--- src/rtl/bsg_dff_reset_en_pipe.sv ---
// depth_p-stage valid/ready register pipeline with bubble collapse, flush and occupancy count.
// Define BSG_DFF_RESET_EN_PIPE_DATA_RESET_EN to also reset the data registers to reset_val_p.
module bsg_dff_reset_en_pipe #(
  parameter int                 width_p     = 16,
  parameter int                 depth_p     = 3,
  parameter logic [width_p-1:0] reset_val_p = '0
) (
  input  logic                         clk_i,
  input  logic                         reset_n_i,
  input  logic                         flush_i,
  input  logic                         v_i,
  input  logic [width_p-1:0]           data_i,
  output logic                         ready_o,
  output logic                         v_o,
  output logic [width_p-1:0]           data_o,
  input  logic                         ready_and_i,
  output logic [$clog2(depth_p+1)-1:0] count_o
);

  localparam int cnt_w_lp = $clog2(depth_p + 1);

  if (depth_p < 1) begin : g_bad_depth
    $error("bsg_dff_reset_en_pipe: depth_p must be >= 1");
  end
  if (width_p < 1) begin : g_bad_width
    $error("bsg_dff_reset_en_pipe: width_p must be >= 1");
  end

  logic [depth_p-1:0]  valid_q, valid_d, adv, src_v, data_en;
  logic [width_p-1:0]  data_q   [depth_p];
  logic [width_p-1:0]  data_src [depth_p];
  logic [cnt_w_lp-1:0] count_q, count_d;
  logic                in_fire, out_fire;

  // A stage advances when it is empty or everything ahead of it advances,
  // so empty slots are always filled even while the head is stalled.
  always_comb begin : adv_chain
    logic carry;
    carry = ready_and_i;
    for (int k = depth_p - 1; k >= 0; k--) begin
      carry  = ~valid_q[k] | carry;
      adv[k] = carry;
    end
  end

  assign ready_o  = adv[0] & ~flush_i;
  assign in_fire  = v_i & ready_o;
  assign out_fire = valid_q[depth_p-1] & ready_and_i & ~flush_i;

  // NOTE: every signal written in always_comb gets a value on every path
  // (defaults first), otherwise synthesis infers a latch.
  always_comb begin
    src_v[0]    = in_fire;
    data_src[0] = data_i;
    for (int k = 1; k < depth_p; k++) begin
      src_v[k]    = valid_q[k-1];
      data_src[k] = data_q[k-1];
    end
    data_en = adv & {depth_p{~flush_i}};
    valid_d = flush_i ? '0 : ((adv & src_v) | (~adv & valid_q));
  end

  always_comb begin
    count_d = count_q;
    if (flush_i)                 count_d = '0;
    else if (in_fire & ~out_fire) count_d = count_q + cnt_w_lp'(1);
    else if (out_fire & ~in_fire) count_d = count_q - cnt_w_lp'(1);
  end

  // NOTE: sequential state uses non-blocking assignments so every flop
  // samples the pre-edge values regardless of block evaluation order.
  always_ff @(posedge clk_i or negedge reset_n_i) begin
    if (!reset_n_i) begin
      valid_q <= '0;
      count_q <= '0;
    end else begin
      valid_q <= valid_d;
      count_q <= count_d;
    end
  end

`ifdef BSG_DFF_RESET_EN_PIPE_DATA_RESET_EN
  always_ff @(posedge clk_i or negedge reset_n_i) begin
    if (!reset_n_i) begin
      for (int k = 0; k < depth_p; k++) data_q[k] <= reset_val_p;
    end else begin
      for (int k = 0; k < depth_p; k++)
        if (data_en[k]) data_q[k] <= data_src[k];
    end
  end
`else
  // NOTE: data flops deliberately have no reset; the valid bits alone say
  // whether their contents mean anything.
  always_ff @(posedge clk_i) begin
    for (int k = 0; k < depth_p; k++)
      if (data_en[k]) data_q[k] <= data_src[k];
  end
`endif

  assign v_o     = valid_q[depth_p-1];
  assign data_o  = data_q[depth_p-1];
  assign count_o = count_q;

endmodule

--- config.mk ---
export PLATFORM = sky130hd
export DESIGN_NAME = bsg_dff_reset_en_pipe
export DESIGN_NICKNAME = d
export VERILOG_FILES = /design/src/rtl/bsg_dff_reset_en_pipe.sv
export SDC_FILE = /design/constraint.sdc
export NUM_CORES = 1
export LEC_CHECK = 0
export ABC_AREA = 1
export CORE_MARGIN = 5
export CORE_UTILIZATION = 44
export CTS_CLUSTER_DIAMETER = 120
export DETAILED_ROUTE_END_ITERATION = 7
export PLACE_DENSITY = 0.73
export SYNTH_ARGS = -nofsm -noshare
export SYNTH_HDL_FRONTEND = slang
export SYNTH_SLANG_ARGS = --single-unit
--- constraint.sdc ---
create_clock -name clk_i -period 1.5 [get_ports clk_i]
set_input_delay 0.15 -clock clk_i [delete_from_list [all_inputs] [get_ports clk_i]]
set_output_delay 0.15 -clock clk_i [all_outputs]
set_load 0.02 [all_outputs]
==> metrics.md, run 1 <==
| Metric | Value |
|---|---|
| Status | finished, final reports clean |
| Routed WL | ~2.6 mm |
| Routed WL per cell | between 10 and 15 um |
| Worst Max-Slew Pin Slew | 263 ps |
| Final Cycle Share | a little over nine tenths |
| Hold WS | 67.6 ps |
| H-Tree Depth | 2 |
| Pwr Total | between 2 and 3 mW |
| Global-route wire length before repair | 4.08 mm |
| Top cells by area, synth | edfxtp_1 75%, dfrtp_1 6.5%, buf_4 6.3%, nand2_1 2.8%, inv_1 1.4% |
| Drt drc | 0 |
| DR vias/cell | between 4 and 5 |
| Crit-path max FO | 1 |
| Pre-CTS setup slack | -236 ps |
| Family with the most delay on the worst path | buffers and inverters |
| Endpoints failing hold | 0 |
| Post-cts resize count | 7 |
| Post-synth cell types | 18 |
| Fmax | about 0.71 GHz |
| WP data arrival | 1260 ps |
| Rows | 24 |
| Clock root buffer master | clkbuf_8 |
| Initial DRC Count | 31 |
| IO buf count | 40 |
| Top_reg_cell synth | edfxtp_1 |
| Gate Count Post-Synth | between 100 and 150 |
| Synth Register Bits | between 50 and 60 |
| Final setup violation count | 0 |
| Post-DP Area | ~2300 um^2 |
| Final Max Tran Viols | 0 |
| Yosys top cell by area | edfxtp_1 |
| Synth cell count leaders | 48 x edfxtp_1, 16 x buf_4, 14 x nand2_1 |
| Clk buf depth | 2 |
| Post-route insts no fill | roughly 200 |
| I/O Pins | 41 |
| Element type at the critical path start | flop |
| Core Region | between 4000 and 5000 um^2 |
| Placed cell count | around 190 |
| Synth top area share | approximately 75% |
| CP Data Required Time | 1350 ps |
| Worst path max stage delay | 600 ps |
| Pre-antenna DRT Iters | 4 |
| Largest net degree at the start of global routing | 19 |
| WS Path Type | reg2out |
| Final instance area | 2420 um^2 |
| Worst r2r dst | data_q[0][27] |
| RSZ-0062 raised after global routing | false |
| Clock tree from TritonCTS | yes |
| Post-Syn Area | between 1500 and 2000 um^2 |
| Reg2reg path depth | 7 |
| Nets | 167 |
| Final HPWL DP | just under 2 mm |
| Power Density | between 1000 and 1500 nW/um^2 |
| Setup crit end kind | primary output |
| Flop-to-flop setup slack | roughly 150 ps |
| Critical-path cell list | clkdlybuf4s50_1 |
| Die area | slightly below 6000 um^2 |
| Ant diodes | 0 |
| Via count | ~900 |
| Synth Net Count | between 100 and 150 |
| Peak VDD IR | 0.000584 V |
| R2R Path Start | valid_q[2] |
| Initial Utilization | between 40% and 50% |
| CP max-delay cell | clkdlybuf4s50_1 |
| Share of cells above drive strength 1 | 19.7% |
| Post-synth EDFFs | 48 |
| Post-CTS setup buffers | 0 |
| GRT overflow | 0 |
| Initial antenna violation count | 0 |
| Final GP Congestion | around 0.69 |
| DRT antenna net count | 0 |
| Syn Area/Cell | between 15 and 20 um^2 |
| Layout area overhead | 26.7% |
| Tot GR Track Use | approximately a tenth |
| Die Ht | ~76 um |
| Num Clock Sinks | between 50 and 60 |
| Final worst-path setup slack | about 87 ps |
| Leakage | a little over 0.9 nW |
| Syn. warnings | 0 |
| Clock latency on the worst-skew pair | about 310 ps |
| CP Buf/Inv Count | 1 |
| Synth async-reset ratio | under 10% |
| Chip width | 75.9 um |
| Worst Clk Skew | 5.65 ps |
| Seq/Total Area, Yosys | between 80 and 90% |
| Clock transition at the registers of the reported paths | ~90 ps |
| Final critical-path required period | about 1400 ps |
| Hold Path Class | in2async |
| Count leader, synth | edfxtp_1 |
| Num CTS Buffers | 5 |
| Number of max-cap violations | 0 |
| Vias in the first global route | about 900 |
| Slew headroom | 82.4% |
| Hold_buf cts | 0 |
[per-stage QoR]
step / util (%) / setup TNS (ps)
2_1_floorplan: - / 0
3_3_place_gp: 54.2 / -216
3_5_place_dp: 54.2 / -1150
4_1_cts: 56.3 / 0
5_1_grt: 56.4 / 0
6_report: 56.4 / 0
[layout by cell type (no fill, tap or decap), types with 2 or more instances in the layout]
cell type	n
edfxtp_1	48
clkdlybuf4s50_1	36
nand2_1	13
inv_1	6
clkbuf_8	5
dfrtp_1	5
buf_4	5
nor2_1	4
nand2_2	3
clkinvlp_4	3
a21oi_1	2
nor2_2	2
dlygate4sd2_1	2
buf_12	2
[cells by family (layout without fill, tap and decap cells)]
logic type	count (synthesis)	in the layout	share of synthesized area (%)
flip-flops	53	53	82.0
buffers and inverters	26	64	8.71
AND/OR/NAND/NOR	25	25	7.40
AO/OA/AOI/OAI	4	4	1.44
XOR/XNOR	1	1	0.458
[routing by layer]
metal / track usage, % / vias to the layer above / routed length (um)
met5: 0 / - / 0
met4: 6.41 / 0 / 78
met3: 3.96 / 8 / 226
met2: 14.7 / 28 / 1260
met1: 12.3 / 407 / 1030
li1: - / 432 / -
[worst max-delay path by stage]
stage                  start            to  slack (ps)  cells after the start
5_1_grt        data_q[0][41]     data_o[9]          30                      1
4_1_cts           count_o[1]    count_o[1]           7                      1
6_report       data_q[0][43]    data_o[11]          90                      1
2_1_floorplan     valid_q[2]  data_q[0][0]          40                      3
3_5_place_dp     ready_and_i       ready_o        -240                      6
3_3_place_gp     ready_and_i       ready_o        -220                      6
[where the power goes]
| group | internal [mW] | switching (mW) |
|---|---|---|
| Clock | 0.339 | 0.461 |
| Sequential | 1.73 | 0.0356 |
| Combinational | 0.139 | 0.133 |
[final cells by class]
cell class	count	area [um^2]
multi-input cells	30	183
well taps	52	65.1
repair buffers	47	473
flip-flops and latches	53	1570
inverters	9	38.8
clock buffers	5	68.8
clock inverters	3	26.3
fillers	344	1870
[flip-flops by register name (all words and copies together), names as in the netlist]
register  count
count_o       2
valid_q       3
data_q       48
No activity file was read; power rests on OpenSTA's default activity.
==> run 2, diff against run 1 <==
--- a/config.mk
+++ b/config.mk
@@ -6,9 +6,11 @@
 export NUM_CORES = 1
 export LEC_CHECK = 0
 export ABC_AREA = 1
+export CORE_ASPECT_RATIO = 1.5
 export CORE_MARGIN = 5
 export CORE_UTILIZATION = 44
 export CTS_CLUSTER_DIAMETER = 120
+export CTS_CLUSTER_SIZE = 30
 export DETAILED_ROUTE_END_ITERATION = 7
 export PLACE_DENSITY = 0.73
 export SYNTH_ARGS = -nofsm -noshare
==> run 2 against run 1 <==
Net effect: power fell by 3.6%; global-route usage down 0.55 points; register-to-register slack worse by 20 ps; setup slack improved by 42 ps; critical path type unchanged; critical endpoint is now data_o[15]; largest power group unchanged; highest routed layer unchanged.
==> metrics.md, run 2 (synthesis gave the netlist of run 1 again) <==
| Metric | Value |
|---|---|
| DR vias/cell | between 4 and 5 |
| Routed WL per cell | between 10 and 15 um |
| Number of max-cap violations | 0 |
| Via count | roughly 880 |
| Clock tree from TritonCTS | yes |
| Final setup violation count | 0 |
| Rows | 29 |
| Endpoints failing hold | 0 |
| Die Ht | around 90 um |
| Peak VDD IR | approximately 0.0010 V |
| Hold Path Class | in2async |
| Hold WS | slightly above 70 ps |
| Fmax | ~0.73 GHz |
| Num Clock Sinks | 53 |
| Hold_buf cts | 0 |
| H-Tree Depth | 2 |
| Largest net degree at the start of global routing | 17 |
| DRT antenna net count | 0 |
| IO buf count | 40 |
| Routed WL | approximately 2.6 mm |
| Critical-path cell list | clkdlybuf4s50_1 |
| Max reg flops | 48 |
| I/O Pins | roughly 40 |
| Drt drc | 0 |
| Setup crit end kind | primary output |
| Num CTS Buffers | 5 |
| Clock root buffer master | clkbuf_8 |
| Slew headroom | 84.7% |
| Origin of the worst setup path | data_q[0][47] |
| Final GP Congestion | about 0.76 |
| CP max-delay cell | clkdlybuf4s50_1 |
| Tot GR Track Use | 9.47% |
| Worst Clk Skew | 3.98 ps |
| Flop-to-flop setup slack | around 130 ps |
| Initial DRC Count | 12 |
| Final critical-path required period | between 1000 and 1500 ps |
| Pre-antenna DRT Iters | 4 |
| Crit-path max FO | 1 |
| Die area | roughly 5800 um^2 |
| Reg2reg path depth | 7 |
| Initial Utilization | roughly 45% |
| TNS Setup | 0 ps |
| Clock latency on the worst-skew pair | 290 ps |
| Core Region | between 4000 and 5000 um^2 |
| Post-route insts no fill | ~190 |
| Nets | between 150 and 200 |
| Global-route wire length before repair | roughly 4.1 mm |
| Final instance area | 2390 um^2 |
| Element type at the critical path start | flop |
| Power Density | 1140 nW/um^2 |
| Final HPWL DP | 2.04 mm |
| Status | finished, final reports clean |
| WP data arrival | 1220 ps |
| Final Cycle Share | 91.4% |
| Worst Max-Slew Pin Slew | 229 ps |
| Post-DP Area | around 2300 um^2 |
| Vias in the first global route | roughly 900 |
| RSZ-0062 raised after global routing | false |
| Commonest cells after routing, fill and taps aside | 48 x edfxtp_1, 36 x clkdlybuf4s50_1, 13 x nand2_1 |
| WS Path Type | reg2out |
| CP Buf/Inv Count | 1 |
| Final Max Tran Viols | 0 |
| Family with the most delay on the worst path | buffers and inverters |
| CP Data Required Time | about 1400 ps |
| Chip width | between 60 and 70 um |
| R2R Path Start | valid_q[2] |
| Largest Register | data_q |
| Layout area overhead | 25.3% |
| Initial antenna violation count | 0 |
| GRT overflow | 0 |
| Post-CTS setup buffers | 0 |
| Worst path max stage delay | approximately 600 ps |
| Ant diodes | 0 |
| Leakage | slightly above 0.9 nW |
| Worst r2r dst | data_q[0][29] |
| Share of cells above drive strength 1 | 17.8% |
| Clock transition at the registers of the reported paths | approximately 80 ps |
| Clk buf depth | 2 |
| Commonest non-fill, non-tap cell in the layout | edfxtp_1 |
| Placed cell count | around 190 |
-- run 2: cell types whose count changed in the layout (fill, tap and decap cells not counted) --
cell        before  now
clkinvlp_4       3    1
buf_2            1    0
clkbuf_1         0    1
clkbuf_2         0    1
clkinv_1         0    1
inv_8            1    0
-- run 2: worst max-delay path by stage --
stage                          to  slack, ps  cells past startpoint
floorplan            data_q[0][0]         40                      3
global placement          ready_o       -210                      6
detailed placement        ready_o       -230                      6
CTS                       ready_o          6                      4
global route        data_q[0][29]         40                      7
finish                 data_o[15]        130                      1
-- run 2: metrics by stage --
stage | setup WS (ps) | util (%) | total power, mW
6_report | 129 | 56.9 | 2.73
2_1_floorplan | 35.7 | - | 1.94
4_1_cts | 6.33 | 56.9 | 2.78
3_5_place_dp | -231 | 55.1 | 2.08
5_1_grt | 41.9 | 56.9 | 2.86
3_3_place_gp | -205 | 55.1 | 2.06
-- run 2: layout make-up --
cell class,instances,area (um^2)
clock buffers,6,72.6
clock inverters,1,3.75
fillers,336,1810
inverters,9,38.8
multi-input cells,30,183
flip-flops and latches,53,1570
well taps,46,57.6
repair buffers,47,473
-- run 2: repair_timing --
action / in CTS / in global routing
endpoints found under the setup margin: 3 / 2
gates resized for setup: 4 / 3
endpoints found under the hold margin: 0 / 0
-- run 2: power by group --
part           switching (mW)  internal, mW
combinational           0.133         0.139
clock                   0.386         0.315
sequential             0.0323          1.73
-- run 2: layer usage --
layer  routed length (um)  share of wire [%]  up-vias  GRT usage [%]
met4                   71                2.8        0           5.72
li1                     -                  -      432              -
met3                  233                9.1        6           5.23
met2                 1470                 57       37           16.7
met1                  786                 31      407           7.76
met5                    0                  0        -              0
